[config.mk]
export PLATFORM = sky130hd
export DESIGN_NAME = inst_word_inject_sel
export DESIGN_NICKNAME = d
export VERILOG_FILES = /design/src/rtl/inst_inject_pkg.sv /design/src/rtl/inst_inject_fifo.sv /design/src/rtl/inst_word_inject_sel.sv
export SDC_FILE = /design/constraint.sdc
export NUM_CORES = 1
export LEC_CHECK = 0
export BUFFER_PORTS_ARGS = -buffer_cell sky130_fd_sc_hd__buf_2
export CAP_MARGIN = 20
export CORE_MARGIN = 2
export CORE_UTILIZATION = 55
export CTS_CLUSTER_SIZE = 20
export DETAILED_ROUTE_END_ITERATION = 16
export HOLD_SLACK_MARGIN = 0.15
export PLACE_DENSITY = 0.8
export SYNTH_ARGS = -nofsm -noshare
export SYNTH_HDL_FRONTEND = slang
export SYNTH_SLANG_ARGS = --single-unit
[constraint.sdc]
create_clock -name clk -period 2.4 [get_ports clk]
set_input_delay 0.48 -clock clk [delete_from_list [all_inputs] [get_ports clk]]
set_output_delay 0.48 -clock clk [all_outputs]
set_load 0.05 [all_outputs]
[src/rtl/inst_inject_pkg.sv]
// -----------------------------------------------------------------------------
// inst_inject_pkg
// Shared definitions for the instruction word injection selector.
//   DEFAULT_WORD_W : default instruction word width
//   NOP_WORD       : all-zero NOP encoding, used as the reset value of the
//                    output instruction word
//   inj_state_e    : FSM states (ST_FETCH = FIFO empty, ST_INJECT = FIFO busy)
// -----------------------------------------------------------------------------
package inst_inject_pkg;

    localparam int DEFAULT_WORD_W = 32;

    localparam logic [DEFAULT_WORD_W-1:0] NOP_WORD = '0;

    typedef enum logic {
        ST_FETCH  = 1'b0,
        ST_INJECT = 1'b1
    } inj_state_e;

endpackage : inst_inject_pkg

[src/rtl/inst_inject_fifo.sv]
// -----------------------------------------------------------------------------
// inst_inject_fifo
// Synchronous FIFO buffering granted injection words ahead of the fetch stream.
// Ports:
//   clk, rst        clock, asynchronous active-high reset
//   push, wr_data   write request and data (ignored while full)
//   pop, rd_data    read request (ignored while empty), head-of-queue data
//   flush           discards all entries; wins over push and pop
//   count           current occupancy
//   full, empty     derived from count
// FIFO_DEPTH must be a power of two so the pointers wrap naturally.
// -----------------------------------------------------------------------------
module inst_inject_fifo
    import inst_inject_pkg::*;
#(
    parameter  int WORD_W     = DEFAULT_WORD_W,
    parameter  int FIFO_DEPTH = 4,
    localparam int PTR_W      = $clog2(FIFO_DEPTH),
    localparam int CNT_W      = $clog2(FIFO_DEPTH + 1)
) (
    input  logic              clk,
    input  logic              rst,
    input  logic              push,
    input  logic [WORD_W-1:0] wr_data,
    input  logic              pop,
    input  logic              flush,
    output logic [WORD_W-1:0] rd_data,
    output logic [CNT_W-1:0]  count,
    output logic              full,
    output logic              empty
);

    logic [WORD_W-1:0] mem [FIFO_DEPTH];
    logic [PTR_W-1:0]  wr_ptr;
    logic [PTR_W-1:0]  rd_ptr;
    logic              push_en;
    logic              pop_en;

    assign full    = (count == CNT_W'(FIFO_DEPTH));
    assign empty   = (count == '0);
    assign push_en = push & ~full & ~flush;
    assign pop_en  = pop & ~empty & ~flush;
    assign rd_data = mem[rd_ptr];

    always_ff @(posedge clk or posedge rst) begin
        if (rst) begin
            wr_ptr <= '0;
            rd_ptr <= '0;
            count  <= '0;
        end else if (flush) begin
            wr_ptr <= '0;
            rd_ptr <= '0;
            count  <= '0;
        end else begin
            if (push_en) wr_ptr <= wr_ptr + PTR_W'(1);
            if (pop_en)  rd_ptr <= rd_ptr + PTR_W'(1);
            unique case ({push_en, pop_en})
                2'b10:   count <= count + CNT_W'(1);
                2'b01:   count <= count - CNT_W'(1);
                default: ;
            endcase
        end
    end

    // NOTE: the storage array has no reset; count/pointers already mark every
    // entry invalid, and a reset here would force flops instead of RAM.
    always_ff @(posedge clk) begin
        if (push_en) mem[wr_ptr] <= wr_data;
    end

endmodule : inst_inject_fifo

[src/rtl/inst_word_inject_sel.sv]
// -----------------------------------------------------------------------------
// inst_word_inject_sel
// Selects the instruction word handed to decode: either the program-memory
// word or a word from one of NUM_SRC injection sources. Injections are
// arbitrated (fixed priority, index 0 highest), buffered in a FIFO and
// delivered ahead of the fetch stream while the PC is held.
//
// Ports:
//   clk, rst            clock, asynchronous active-high reset
//   prog_mem_out/valid  word fetched at the current PC and its qualifier
//   inj_valid/inj_word  per-source requests; source i at [i*WORD_W +: WORD_W]
//   inj_ready           one-hot grant (transfer on inj_valid & inj_ready)
//   decode_ready        decode accepts instruction_word this cycle
//   flush               discards buffered and output words
//   instruction_word    registered word to decode
//   instruction_valid   instruction_word is valid
//   inject_active       instruction_word came from an injection source
//   pc_hold             combinational: PC must not advance this cycle
//   fifo_count          injection FIFO occupancy
//
// Build option INST_INJECT_BYPASS_EN: a grant arriving while the FIFO is empty
// and the output register is loading is written straight into the output
// register (1-cycle injection latency) instead of being pushed.
// -----------------------------------------------------------------------------
module inst_word_inject_sel
    import inst_inject_pkg::*;
#(
    parameter  int WORD_W     = DEFAULT_WORD_W,
    parameter  int NUM_SRC    = 2,
    parameter  int FIFO_DEPTH = 4,
    localparam int CNT_W      = $clog2(FIFO_DEPTH + 1)
) (
    input  logic                      clk,
    input  logic                      rst,
    input  logic [WORD_W-1:0]         prog_mem_out,
    input  logic                      prog_mem_valid,
    input  logic [NUM_SRC-1:0]        inj_valid,
    input  logic [NUM_SRC*WORD_W-1:0] inj_word,
    output logic [NUM_SRC-1:0]        inj_ready,
    input  logic                      decode_ready,
    input  logic                      flush,
    output logic [WORD_W-1:0]         instruction_word,
    output logic                      instruction_valid,
    output logic                      inject_active,
    output logic                      pc_hold,
    output logic [CNT_W-1:0]          fifo_count
);

    logic [NUM_SRC-1:0] grant;
    logic               grant_any;
    logic [WORD_W-1:0]  grant_word;
    logic               load;
    logic               bypass;
    logic               push;
    logic               pop;
    logic [WORD_W-1:0]  fifo_head;
    logic               fifo_full;
    logic               fifo_empty;
    inj_state_e         state;
    inj_state_e         state_next;

    // Fixed-priority arbiter. Scanning from the highest index down lets the
    // lowest requesting index overwrite any earlier pick, so it wins.
    // NOTE: combinational blocks use blocking assignments and give every
    // output a default first, so no latch can be inferred.
    always_comb begin
        grant      = '0;
        grant_word = '0;
        if (!rst && !flush && !fifo_full) begin
            for (int i = NUM_SRC - 1; i >= 0; i--) begin
                if (inj_valid[i]) begin
                    grant      = '0;
                    grant[i]   = 1'b1;
                    grant_word = inj_word[i*WORD_W +: WORD_W];
                end
            end
        end
    end

    assign inj_ready = grant;
    assign grant_any = |grant;
    assign load      = ~instruction_valid | decode_ready;

`ifdef INST_INJECT_BYPASS_EN
    // Empty FIFO and a loading output register: skip the FIFO entirely.
    assign bypass = grant_any & fifo_empty & load;
`else
    assign bypass = 1'b0;
`endif

    assign push = grant_any & ~bypass;
    assign pop  = load & ~fifo_empty & ~flush;

    // The bypassed word displaces the program word this cycle, so the PC
    // must not advance either.
    assign pc_hold = ~fifo_empty | (instruction_valid & ~decode_ready) | bypass;

    inst_inject_fifo #(
        .WORD_W     (WORD_W),
        .FIFO_DEPTH (FIFO_DEPTH)
    ) u_fifo (
        .clk     (clk),
        .rst     (rst),
        .push    (push),
        .wr_data (grant_word),
        .pop     (pop),
        .flush   (flush),
        .rd_data (fifo_head),
        .count   (fifo_count),
        .full    (fifo_full),
        .empty   (fifo_empty)
    );

    // FSM tracks whether injected words are outstanding in the FIFO.
    always_ff @(posedge clk or posedge rst) begin
        if (rst) state <= ST_FETCH;
        else     state <= state_next;
    end

    always_comb begin
        state_next = state;
        if (flush) begin
            state_next = ST_FETCH;
        end else begin
            unique case (state)
                ST_FETCH:  if (push) state_next = ST_INJECT;
                ST_INJECT: if (pop && !push && fifo_count == CNT_W'(1))
                               state_next = ST_FETCH;
                default:   state_next = ST_FETCH;
            endcase
        end
    end

    // Output register: FIFO head first, then a bypassed grant, then program
    // memory; with nothing to offer the output goes invalid.
    always_ff @(posedge clk or posedge rst) begin
        if (rst) begin
            instruction_word  <= WORD_W'(NOP_WORD);
            instruction_valid <= 1'b0;
            inject_active     <= 1'b0;
        end else if (flush) begin
            instruction_valid <= 1'b0;
            inject_active     <= 1'b0;
        end else if (load) begin
            if (!fifo_empty) begin
                instruction_word  <= fifo_head;
                instruction_valid <= 1'b1;
                inject_active     <= 1'b1;
            end else if (bypass) begin
                instruction_word  <= grant_word;
                instruction_valid <= 1'b1;
                inject_active     <= 1'b1;
            end else if (prog_mem_valid) begin
                instruction_word  <= prog_mem_out;
                instruction_valid <= 1'b1;
                inject_active     <= 1'b0;
            end else begin
                instruction_valid <= 1'b0;
                inject_active     <= 1'b0;
            end
        end
    end

endmodule : inst_word_inject_sel

==> flow_metrics.env <==
export IMPL_cts_buffer_depth=2
export IMPL_area_growth_pct=23.0
export IMPL_netSwitchingFraction_pct=36.8
export IMPL_maxCapViolations=0
export IMPL_dp_cells=724
export IMPL_final_seq_area_mm2=0.00487
export IMPL_cp_arrival_ps=1870
export IMPL_final_nets=679
export IMPL_worstSetupStartpoint="u_fifo.count[2]$_DFFE_PP0P_"
export IMPL_num_vias=4537
export IMPL_critPathLaunchType="flip-flop"
export IMPL_syn_num_nets=532
export IMPL_ant_nets=0
export IMPL_crit_path_max_fanout=8
export IMPL_grt_pass1_vias=4644
export IMPL_grt_pass1_wl_mm=24.2
export IMPL_cp_slowest_cell="dfrtp_1"
export IMPL_die_area_mm2=0.0137
export IMPL_ir_drop_mv=0.537
export IMPL_drtPass1Iterations=5
export IMPL_n_fill_cell=832
export IMPL_fp_dieW_um=117
export IMPL_hold_class="in -> async"
export IMPL_syn_avg_cell_area_um2=16.6
export IMPL_h_tree_depth=4
export IMPL_final_cell_mix="142 x buf_2, 128 x edfxtp_1, 40 x dfrtp_1, 39 x nor2_1"
export IMPL_met2_length_mm=7.97
export IMPL_multiInputGateArea_mm2=0.00202
export IMPL_cts_buffers=17
export IMPL_r2r_cells=7
export IMPL_clkTransAtPathRegs_ps=60
export IMPL_rsz0062_at_grt="yes"
export IMPL_ys_ff_latch=169
export IMPL_min_period_ps=2350
export IMPL_slew_headroom_pct=36.6
export IMPL_cp_required_ps=1920
export IMPL_p_int_mw=6.70
export IMPL_finalHoldViolCount=0
export IMPL_critical_path_cell_chain="nor3b_4 > or2_2 > nor2b_2 > buf_2"
export IMPL_grt_max_degree=42
export IMPL_port_buffers=142
export IMPL_drive_gt1_share_pct=41.6
export IMPL_diodes=0
export IMPL_synth_main_ff_cell="edfxtp_1"
export IMPL_cts_tree="built"
export IMPL_mappedNetlistArea_mm2=0.00703
export IMPL_r2r_slack_ps=370
export IMPL_met1_length_mm=6.21
export IMPL_p_leak_nw=3.22
export IMPL_wl_per_cell_um=21.0
export IMPL_clkPwrFrac_pct=25.7
export IMPL_synth_edf_count=128
export IMPL_postLayoutCellArea_mm2=0.00864
export IMPL_timing_rr_end="u_fifo.count[2]$_DFFE_PP0P_"
export IMPL_wirelength_mm=15.9
export IMPL_antenna_found_initial=0
export IMPL_core_mm2=0.0126
export IMPL_clock_skew_final_ps=7.72
export IMPL_outcome="finished clean"
export IMPL_drv_slew=0
export IMPL_finalCritPeriodShare_pct=97.9
export IMPL_cp_buffers_inverters=1
export IMPL_setup_viol_count_final=0
export IMPL_vias_per_cell=6.00
export IMPL_track_usage_pct=24.7
export IMPL_placed_area_mm2=0.00805
export IMPL_synth_cell_type_count=42
export IMPL_wl_met3_mm=1.31
export IMPL_start_util_pct=55.9
export IMPL_critical_path_endpoint_type="primary output"
export IMPL_routed_top_layer="met4"
export IMPL_fmax_mhz=426
export IMPL_dr_first_iter_drc_count=457
export IMPL_cellPowerDensity_mw_per_mm2=1230
export IMPL_critPathKind="reg -> out"
export IMPL_root_buffer="clkbuf_16"
export IMPL_seq_area_frac_synth_pct=69.3
export IMPL_reg2reg_from="u_fifo.count[0]$_DFFE_PP0P_"
export IMPL_globalplace_congestion=0.761
export IMPL_hpwl_mm=10.2
export IMPL_combinationalPowerShare_pct=37.5
export IMPL_io_pins=143
export IMPL_seqPwrFrac_pct=36.8
export IMPL_clkSinkCount=169
export IMPL_crit_family="simple AND/OR/NAND/NOR gates"
export IMPL_synth_cells=424
export IMPL_fin_cells=756
export IMPL_synth_async_reset_ratio_pct=24.3
export IMPL_worst_pin_slew_ps=950
export IMPL_rows=41
export IMPL_clk_latency_ps=430
export IMPL_cts_setup_buffers=0
export IMPL_overflow=0
export IMPL_post_route_drc_count=0
export IMPL_die_h_um=117
export IMPL_yosysWarnings=0
export IMPL_cpPeakStageDelay_ps=460
export IMPL_p_switching_mw=3.90
export IMPL_final_common_cell="buf_2"
## layout make-up
| cell class | count | share of cell area [%] |
|---|---|---|
| Sequential cell | 169 | 56.4 |
| Multi-Input combinational cell | 216 | 23.4 |
| Timing Repair Buffer | 163 | 10.8 |
| Clock buffer | 20 | 5.05 |
| Tap cell | 172 | 2.49 |
| Clock inverter | 12 | 1.75 |
| Inverter | 4 | 0.174 |
## cell families (layout without fill, tap and decap cells)
family	count (synthesis)	after routing	share of synthesized area, %
AND/OR/NAND/NOR	70	70	4.88
adder cells (fa/ha/maj)	5	5	0.997
AO/OA/AOI/OAI	104	104	11.5
XOR/XNOR	1	1	0.125
multiplexers	36	36	10.9
flip-flops	169	169	69.3
buffers and inverters	39	199	2.32
## power by group through the flow
stage | combinational (mW) | sequential, mW | clock (mW)
floorplan | 2.01 | 4.84 | 0
global placement | 3.85 | 3.93 | 0
detailed placement | 3.93 | 3.95 | 0
CTS | 3.95 | 3.90 | 2.75
global route | 4.24 | 3.96 | 2.85
finish | 3.97 | 3.90 | 2.73
## synthesized netlist by cell type (all sizes together) (2+ instances only)
cell	count	area share (%)
nor2	41	2.2
nand2	4	0.21
and2	4	0.36
mux4	32	10
a22oi	32	3.4
buf	14	0.98
nor2b	5	0.48
nand2b	3	0.27
inv	4	0.21
mux2i	2	0.28
nor3	3	0.28
clkbuf	21	1.1
dfrtp	41	15
o22ai	32	2.8
mux2	2	0.37
nor3b	3	0.39
edfxtp	128	55
ha	4	0.71
or2	2	0.18
a2bb2oi	32	4.0
or3	2	0.25
## worst max path at each step
stage,slack [ps],cells after the start,end
after global routing,-10,4,pc_hold
after floorplan,-50,5,inj_ready[0]
after detailed placement,280,5,inj_ready[1]
after global placement,290,5,inj_ready[1]
final,50,4,inj_ready[1]
after CTS,30,4,inj_ready[1]
## stage by stage
| step | hold slack, ps | total power [mW] | setup WS (ps) | utilization [%] | TNS (ps) |
|---|---|---|---|---|---|
| 6_report | 272 | 10.6 | 50.0 | 68.8 | 0 |
| 5_1_grt | 342 | 11.0 | -13.7 | 68.8 | -14.3 |
| 4_1_cts | 292 | 10.6 | 29.6 | 68.7 | 0 |
| 3_5_place_dp | 524 | 7.88 | 283 | 64.0 | 0 |
| 3_3_place_gp | 518 | 7.78 | 292 | 64.0 | 0 |
| 2_1_floorplan | 555 | 6.85 | -54.2 | - | -54.2 |
## flip-flops by register name, summed over array words and instances (netlist names)
signal	cells
u_fifo.rd_ptr	2
inject_active	1
instruction_valid	1
instruction_word	32
u_fifo.wr_ptr	2
u_fifo.count	3
u_fifo.mem	128
## what timing repair did
action | CTS | global route
resized for setup | 0 | 2
hold buffers | 0 | 0
endpoints found under the setup margin | 0 | 3
## metal layers
layer  track usage [%]  up-vias
li1                  -     2012
met4              11.2        0
met5                 0        -
met2              39.3      236
met1              32.1     2256
met3              6.80       33
No activity file was read; power rests on OpenSTA's default activity.
